## config.mk

```make
export PLATFORM = sky130hd
export DESIGN_NAME = down_sram_drain
export DESIGN_NICKNAME = d
export VERILOG_FILES = /design/src/rtl/down_sram_drain_pkg.sv /design/src/rtl/row_serializer.sv /design/src/rtl/down_sram_drain.sv
export SDC_FILE = /design/constraint.sdc
export NUM_CORES = 1
export LEC_CHECK = 0
export BUFFER_PORTS_ARGS = -buffer_cell sky130_fd_sc_hd__buf_4
export CAP_MARGIN = 20
export CORE_MARGIN = 2
export CORE_UTILIZATION = 40
export CTS_CLUSTER_DIAMETER = 40
export DETAILED_ROUTE_END_ITERATION = 6
export MAX_ROUTING_LAYER = met4
export SYNTH_ARGS = -nofsm -noshare
export SYNTH_HDL_FRONTEND = slang
export SYNTH_HIERARCHICAL = 1
export SYNTH_SLANG_ARGS = --single-unit
```

## constraint.sdc

```tcl
create_clock -name clk -period 3.7 [get_ports clk]
set_clock_uncertainty 0.05 [all_clocks]
set_input_delay 0.37 -clock clk [delete_from_list [all_inputs] [get_ports clk]]
set_output_delay 0.37 -clock clk [all_outputs]
set_load 0.1 [all_outputs]
```

## src/rtl/down_sram_drain_pkg.sv

```systemverilog
// down_sram_drain_pkg: FSM state encoding and SRAM geometry helper shared by the drain engine.
package down_sram_drain_pkg;
  typedef enum logic [2:0] {S_IDLE, S_READ, S_WAIT, S_SEND, S_DONE} state_t;
  function automatic int unsigned sram_depth(input int unsigned log2_depth);
    return 32'd1 << log2_depth;
  endfunction
endpackage

```

## src/rtl/row_serializer.sv

```systemverilog
// row_serializer: holds one result row and streams its columns as valid/ready words.
module row_serializer #(
  parameter int NUM_COL = 4,
  parameter int OUT_DATA_WIDTH = 32
) (
  input  logic                              clk,
  input  logic                              rst,
  input  logic                              load,
  input  logic [NUM_COL*OUT_DATA_WIDTH-1:0] row_in,
  input  logic                              final_in,
  input  logic                              ready,
  output logic [OUT_DATA_WIDTH-1:0]         data,
  output logic                              valid,
  output logic                              last,
  output logic                              fire_last
);
  localparam int CW = $clog2(NUM_COL);
  logic [NUM_COL*OUT_DATA_WIDTH-1:0] row;
  logic [CW-1:0] col;
  logic final_row, end_col;
  assign end_col = col == CW'(NUM_COL - 1);
  assign data = row[col*OUT_DATA_WIDTH +: OUT_DATA_WIDTH];
  assign last = valid & final_row & end_col;
  assign fire_last = valid & ready & end_col;
  // a load on the last-column handshake keeps valid high for a gapless stream
  always_ff @(posedge clk)
    if (rst) begin
      row <= '0;
      col <= '0;
      valid <= 1'b0;
      final_row <= 1'b0;
    end else if (load) begin
      row <= row_in;
      col <= '0;
      valid <= 1'b1;
      final_row <= final_in;
    end else if (valid & ready) begin
      col <= end_col ? '0 : col + 1'b1;
      valid <= ~end_col;
    end
endmodule

```

## src/rtl/down_sram_drain.sv

```systemverilog
// down_sram_drain: walks a down-SRAM row range and streams each row as single accumulator words.
// Define DOWN_DRAIN_PREFETCH_EN to add a prefetch row register for a gapless stream.
module down_sram_drain
  import down_sram_drain_pkg::*;
#(
  parameter int NUM_COL = 4,
  parameter int OUT_DATA_WIDTH = 32,
  parameter int LOG2_SRAM_BANK_DEPTH = 5
) (
  input  logic                              clk,
  input  logic                              rst,
  input  logic                              i_start,
  input  logic [LOG2_SRAM_BANK_DEPTH-1:0]   i_rd_start_addr,
  input  logic [LOG2_SRAM_BANK_DEPTH-1:0]   i_rd_end_addr,
  output logic                              o_down_rd_en,
  output logic [LOG2_SRAM_BANK_DEPTH-1:0]   o_down_rd_addr,
  input  logic [NUM_COL*OUT_DATA_WIDTH-1:0] i_down_rd_data,
  output logic [OUT_DATA_WIDTH-1:0]         o_data,
  output logic                              o_valid,
  input  logic                              i_ready,
  output logic                              o_last,
  output logic                              o_busy,
  output logic                              o_done
);
  state_t state;
  logic [LOG2_SRAM_BANK_DEPTH-1:0] end_addr;
  logic load, fire_last, final_in;
  logic [NUM_COL*OUT_DATA_WIDTH-1:0] row_in;
  // o_down_rd_addr always names the newest row read, which is the row being loaded
  assign final_in = o_down_rd_addr == end_addr;
`ifdef DOWN_DRAIN_PREFETCH_EN
  logic [NUM_COL*OUT_DATA_WIDTH-1:0] pf_data;
  logic pf_valid, pf_pend;
  assign load = state == S_WAIT || (state == S_SEND && fire_last && !o_last);
  // bypass the prefetch register when its read returns on the handshake cycle
  assign row_in = (state == S_SEND && pf_valid) ? pf_data : i_down_rd_data;
  always_ff @(posedge clk)
    if (rst) begin
      pf_data <= '0;
      pf_valid <= 1'b0;
      pf_pend <= 1'b0;
    end else begin
      pf_pend <= o_down_rd_en & (state == S_SEND);
      if (pf_pend) pf_data <= i_down_rd_data;
      pf_valid <= (pf_valid | pf_pend) & ~load;
    end
`else
  assign load = state == S_WAIT;
  assign row_in = i_down_rd_data;
`endif
  always_ff @(posedge clk)
    if (rst) begin
      state <= S_IDLE;
      end_addr <= '0;
      o_down_rd_en <= 1'b0;
      o_down_rd_addr <= '0;
      o_busy <= 1'b0;
      o_done <= 1'b0;
    end else begin
      o_down_rd_en <= 1'b0;
      o_done <= 1'b0;
      case (state)
        S_IDLE: if (i_start) begin
          state <= S_READ;
          o_down_rd_addr <= i_rd_start_addr;
          end_addr <= i_rd_end_addr;
          o_down_rd_en <= 1'b1;
          o_busy <= 1'b1;
        end
        S_READ: state <= S_WAIT;
        S_WAIT: begin
          state <= S_SEND;
`ifdef DOWN_DRAIN_PREFETCH_EN
          if (!final_in) begin
            o_down_rd_en <= 1'b1;
            o_down_rd_addr <= o_down_rd_addr + 1'b1;
          end
`endif
        end
        S_SEND:
          if (fire_last & o_last) begin
            state <= S_DONE;
            o_done <= 1'b1;
          end
`ifdef DOWN_DRAIN_PREFETCH_EN
          else if (load & ~final_in) begin
            o_down_rd_en <= 1'b1;
            o_down_rd_addr <= o_down_rd_addr + 1'b1;
          end
`else
          else if (fire_last) begin
            state <= S_READ;
            o_down_rd_en <= 1'b1;
            o_down_rd_addr <= o_down_rd_addr + 1'b1;
          end
`endif
        S_DONE: begin
          state <= S_IDLE;
          o_busy <= 1'b0;
        end
        default: state <= S_IDLE;
      endcase
    end
  row_serializer #(.NUM_COL(NUM_COL), .OUT_DATA_WIDTH(OUT_DATA_WIDTH)) u_ser (
    .clk(clk),
    .rst(rst),
    .load(load),
    .row_in(row_in),
    .final_in(final_in),
    .ready(i_ready),
    .data(o_data),
    .valid(o_valid),
    .last(o_last),
    .fire_last(fire_last)
  );
endmodule
```

==> results.sh, run 1 <==
export IMPL_wl_per_cell_um=15.3
export IMPL_place_inst=926
export IMPL_overflow=0
export IMPL_track_usage_pct=18.3
export IMPL_synthMuxAreaShare_pct=32.1
export IMPL_synth_cells=565
export IMPL_fin_crit_sh_pct=75.9
export IMPL_syn_nets=709
export IMPL_min_path_cells=3
export IMPL_r2r_end="o_down_rd_addr[0]$_SDFFE_PP0P_"
export IMPL_avgViaCountPerCell=4.86
export IMPL_start_kind="flip-flop"
export IMPL_clock_sinks=148
export IMPL_hpwl_mm=10.2
export IMPL_areaGrowthSynthToFinish_pct=31.9
export IMPL_fillCellCount=1429
export IMPL_yosysMostFrequentCell="dfxtp_1"
export IMPL_arrival_ps=2390
export IMPL_max_cap_violations=0
export IMPL_avgSynthCellArea_um2=11.2
export IMPL_cts_hold_fix_buffers=0
export IMPL_layout_min_cycle_time_ps=2810
export IMPL_rows=46
export IMPL_fin_hold_ws_ps=138
export IMPL_die_area_um2=16900
export IMPL_fmax_mhz=356
export IMPL_drt_initial_drc_count=253
export IMPL_synth_area_leaders="dfxtp_1, mux2i_1, mux4_2"
export IMPL_reg2reg_slack_ps=1480
export IMPL_port_buffers=183
export IMPL_first_pass_iters=4
export IMPL_cts_resized=0
export IMPL_tightestPinTransition_ps=711
export IMPL_htreeDepth=4
export IMPL_crit_fanout=19
export IMPL_worstSetupEndpointType="output pin"
export IMPL_die_width_um=130
export IMPL_initial_core_util_pct=40.4
export IMPL_slew_headroom_pct=52.6
export IMPL_cts_buffers=17
export IMPL_synth_top_area_cell="dfxtp_1"
export IMPL_synth_area_um2=6350
export IMPL_vdd_drop_max_uv=307
export IMPL_final_cell_area_um2=8380
export IMPL_r2r_start="u_ser/col[0]$_SDFFE_PP0P_"
export IMPL_rsz0062_at_grt="no"
export IMPL_yosys_area_share_simple_pct=11.1
export IMPL_rr_worst_depth=6
export IMPL_hold_viol_final=0
export IMPL_detail_route_drc_violations=0
export IMPL_nNetsFinal=873
export IMPL_async_flop_share_pct=0
export IMPL_worst_ep_required_time_ps=3280
export IMPL_first_global_vias=4745
export IMPL_synth_adder_area_share_pct=0.394
export IMPL_ys_flop_type="dfxtp_1"
export IMPL_wirelength_mm=14.7
export IMPL_hold_path_startpoint="i_down_rd_data[86]"
export IMPL_grt_max_degree=95
export IMPL_status="finished clean"
export IMPL_postRouteAntennaNets=0
export IMPL_antenna_found_initial=0
export IMPL_hold_end="u_ser/row[86]$_SDFFE_PP0P_"
export IMPL_synth_top_area_share_pct=46.6
export IMPL_synth_top_family_by_area="multiplexers"
export IMPL_cts_path_max_buffers=2
export IMPL_leakage_nw=3.43
export IMPL_synth_compound_area_share_pct=3.41
export IMPL_synth_xor_area_share_pct=0.827
export IMPL_routabilityCongestion=0.795
export IMPL_finalSetupTns_ps=0
export IMPL_vias=4654
export IMPL_slew_viol_final=0
export IMPL_yosys_warnings=6
export IMPL_num_antenna_cells=0
export IMPL_synth_edf_count=0
export IMPL_synth_seq_cells=148
export IMPL_ys_seq_area_share_pct=46.6
export IMPL_drive_gt1_share_pct=35.0
export IMPL_die_h_um=130
export IMPL_core_area_um2=15700
export IMPL_cts_root_buf="clkbuf_16"
export IMPL_placed_area_um2=7750
export IMPL_finalNonFillerCells=958
export IMPL_synth_cell_types=40
export IMPL_cts_tree="built"
export IMPL_clkTransAtPathRegs_ps=60
export IMPL_clk_latency_ps=410
export IMPL_hold_class="in2reg"
export IMPL_ios=184
export IMPL_cellPowerDensity_nw_per_um2=521
export IMPL_grt_pass1_wl_mm=23.4
export IMPL_critical_path_class="reg2out"
export IMPL_setup_violations=0
export IMPL_cts_setup_buffers=0
export IMPL_yosys_top_cells_count="dfxtp_1, nor2_1, mux2i_1"
## layer usage
layer  share of wire [%]  vias to the layer above  track usage (%)
li1                    -                     2300                -
met1                  45                     2204             23.0
met5                   0                        -                -
met3                 6.7                       14             5.62
met2                  47                      136             28.0
met4                 1.5                        0             6.39
## final cells by class
class / instances / area, um^2 / share of cell area, %
sequential: 148 / 2970 / 35.4
multi-input combinational: 371 / 3040 / 36.3
tap: 216 / 270 / 3.22
clock buffer: 19 / 453 / 5.40
inverter: 1 / 3.75 / 0.0448
clock inverter: 13 / 181 / 2.16
timing repair buffer: 190 / 1460 / 17.5
## sequential cells by signal, indices dropped and copies added, names as in the netlist
name	flops
end_addr	5
o_busy	1
o_done	1
o_down_rd_addr	5
o_down_rd_en	1
state	3
u_ser/col	2
u_ser/final_row	1
u_ser/row	128
u_ser/valid	1
## where the power goes
group	switching, mW	internal, mW	total, mW
Sequential	0.0675	1.70	1.76
Combinational	0.449	0.323	0.772
Clock	0.668	1.16	1.83
## critical path: stages, from the launching register on
cell and delay, ps:
dfxtp_2 780, buf_4 340, mux4_1 570, buf_4 250
## kinds of logic after synthesis
group           after synthesis
compound gates               32
xor+xnor                      6
fa+ha+maj                     2
buf+inv                      46
flops                       148
mux                         162
simple gates                169
## worst max path at each step
| stage | startpoint | to | slack, ps | cells past startpoint |
|---|---|---|---|---|
| floorplan | u_ser/valid$_SDFFE_PP0P_ | o_down_rd_addr[2]$_SDFFE_PP0P_ | 960 | 5 |
| global placement | u_ser/col[0]$_SDFFE_PP0P_ | o_data[3] | 1280 | 3 |
| detailed placement | u_ser/col[0]$_SDFFE_PP0P_ | o_data[3] | 1270 | 3 |
| CTS | u_ser/col[0]$_SDFFE_PP0P_ | o_data[3] | 800 | 3 |
| global route | u_ser/col[0]$_SDFFE_PP0P_ | o_data[3] | 710 | 3 |
| finish | u_ser/col[0]$_SDFFE_PP0P_ | o_data[3] | 890 | 3 |
## cell usage in the layout, fill, tap and decap left out, types with 6 or more instances in the layout
cell	netlist	routed
mux2i_1	130	130
nor3_1	6	6
dfxtp_1	148	146
nor2_1	135	135
nand2_1	7	7
mux4_2	28	28
clkbuf_16	0	17
a21oi_1	8	8
o21ai_0	11	11
buf_4	5	187
## through the flow
step / power (mW) / util (%) / worst slack [ps]
final: 4.37 / 53.3 / 892
after global routing: 4.54 / 53.3 / 711
after CTS: 4.42 / 53.3 / 805
after detailed placement: 2.57 / 49.3 / 1270
after global placement: 2.56 / 49.3 / 1280
after floorplan: 2.37 / - / 960
No activity file was read; power rests on OpenSTA's default activity.
==> run 2: changes to the inputs <==
clock period = 2.65 ns   (was 3.7 ns; I/O delays follow)
==> results.sh, run 2 (synthesis results as in run 1) <==
export IMPL_status="finished clean"
export IMPL_crit_fanout=10
export IMPL_avgViaCountPerCell=4.91
export IMPL_tightestPinTransition_ps=665
export IMPL_port_buffers=183
export IMPL_critical_path_class="reg2out"
export IMPL_crit_end="o_data[18]"
export IMPL_wirelength_mm=14.4
export IMPL_track_usage_pct=17.8
export IMPL_drt_initial_drc_count=237
export IMPL_detail_route_drc_violations=0
export IMPL_overflow=0
export IMPL_slew_headroom_pct=55.7
export IMPL_reg2reg_slack_ps=690
export IMPL_fin_hold_ws_ps=38.5
export IMPL_hold_viol_final=0
export IMPL_nNetsFinal=875
export IMPL_r2r_start="state[1]$_SDFFE_PP0P_"
export IMPL_arrival_ps=2060
export IMPL_worst_ep_required_time_ps=2340
export IMPL_slew_viol_final=0
export IMPL_cts_tree="built"
export IMPL_hold_path_startpoint="i_down_rd_data[86]"
export IMPL_die_h_um=130
export IMPL_wl_per_cell_um=15.0
export IMPL_rr_worst_depth=4
export IMPL_worstSetupEndpointType="output pin"
export IMPL_clkTransAtPathRegs_ps=60
export IMPL_cts_path_max_buffers=2
export IMPL_first_pass_iters=4
export IMPL_fmax_mhz=420
export IMPL_core_area_um2=15700
export IMPL_routabilityCongestion=0.767
export IMPL_clock_sinks=148
export IMPL_cts_setup_buffers=0
export IMPL_clk_latency_ps=410
export IMPL_leakage_nw=3.45
export IMPL_htreeDepth=4
export IMPL_vias=4711
export IMPL_die_width_um=130
export IMPL_postRouteAntennaNets=0
export IMPL_drive_gt1_share_pct=34.9
export IMPL_cts_buffers=17
export IMPL_first_global_vias=4640
export IMPL_fin_crit_sh_pct=89.8
export IMPL_r2r_end="u_ser/row[51]$_SDFFE_PP0P_"
export IMPL_crit_start="u_ser/col[0]$_SDFFE_PP0P_"
export IMPL_final_core_util_pct=53.5
export IMPL_rsz0062_at_grt="no"
export IMPL_antenna_found_initial=0
export IMPL_cts_resized=0
export IMPL_cts_hold_fix_buffers=0
export IMPL_hpwl_mm=10.1
export IMPL_layout_common_cells="buf_4, dfxtp_1, nor2_1, mux2i_1, mux4_2"
export IMPL_cellPowerDensity_nw_per_um2=724
export IMPL_initial_core_util_pct=40.4
export IMPL_grt_max_degree=83
export IMPL_vdd_drop_max_uv=430
export IMPL_final_common_cell="buf_4"
export IMPL_start_kind="flip-flop"
export IMPL_ios=184
export IMPL_cts_root_buf="clkbuf_16"
export IMPL_grt_pass1_wl_mm=22.7
export IMPL_layout_min_cycle_time_ps=2380
export IMPL_finalSetupTns_ps=0
export IMPL_setup_violations=0
export IMPL_hold_class="in2reg"
export IMPL_largest_reg_flops=128
export IMPL_rows=46
export IMPL_reg_top3="u_ser/row x128, end_addr x5, o_down_rd_addr x5"
export IMPL_regMostFlops="u_ser/row"
export IMPL_areaGrowthSynthToFinish_pct=32.4
export IMPL_die_area_um2=16900
export IMPL_max_cap_violations=0
export IMPL_num_antenna_cells=0
## run 2: cell types whose count changed in the layout (fill, tap and decap cells not counted), sizes merged
cell / previous run / this run
buf: 190 / 192
clkinv: 7 / 3
clkinvlp: 2 / 1
clkbuf: 19 / 24
## run 2: power by group
group	internal, mW	switching, mW
combinational	0.454	0.633
sequential	2.37	0.0866
clock	1.68	0.877
total	4.50	1.60
## run 2: per-stage QoR
step           setup slack [ps]  power [mW]  instances  cell area (um^2)
6_report                    270        6.10        960              8410
5_1_grt                     155        6.36        960              8410
4_1_cts                     212        6.18        960              8410
3_5_place_dp                672        3.59        928              7770
3_3_place_gp                657        3.57        928              7770
2_1_floorplan               197        3.31        565              6360
## run 2: worst max-delay path, stage by stage (launching register included)
cell and delay [ps]:
dfxtp_2 550, buf_4 320, mux4_2 540, buf_4 250
## run 2: worst min-delay path by stage
stage | depth (start not counted) | endpoint | slack [ps]
6_report | 3 | u_ser/row[86]$_SDFFE_PP0P_ | 40
5_1_grt | 3 | u_ser/row[49]$_SDFFE_PP0P_ | 30
4_1_cts | 3 | u_ser/row[89]$_SDFFE_PP0P_ | 10
3_5_place_dp | 2 | o_busy$_SDFFE_PP0P_ | 420
3_3_place_gp | 2 | u_ser/row[3]$_SDFFE_PP0P_ | 420
2_1_floorplan | 2 | end_addr[0]$_SDFFE_PP0P_ | 350
## run 2: final cells by class
cell class | count | area [um^2]
Clock inverter | 8 | 146
Sequential cell | 148 | 2970
Multi-Input combinational cell | 371 | 3040
Tap cell | 216 | 270
Fill cell | 1392 | 7300
Clock buffer | 24 | 492
Inverter | 1 | 3.75
Timing Repair Buffer | 192 | 1490
## run 2: routing by layer
metal  up-vias  global-route usage (%)  routed length, um
li1       2314                       -                  -
met1      2242                    21.8               6460
met2       143                    27.7               6770
met3        12                    5.58                981
met4         0                    6.45                159
met5         -                       -                  0
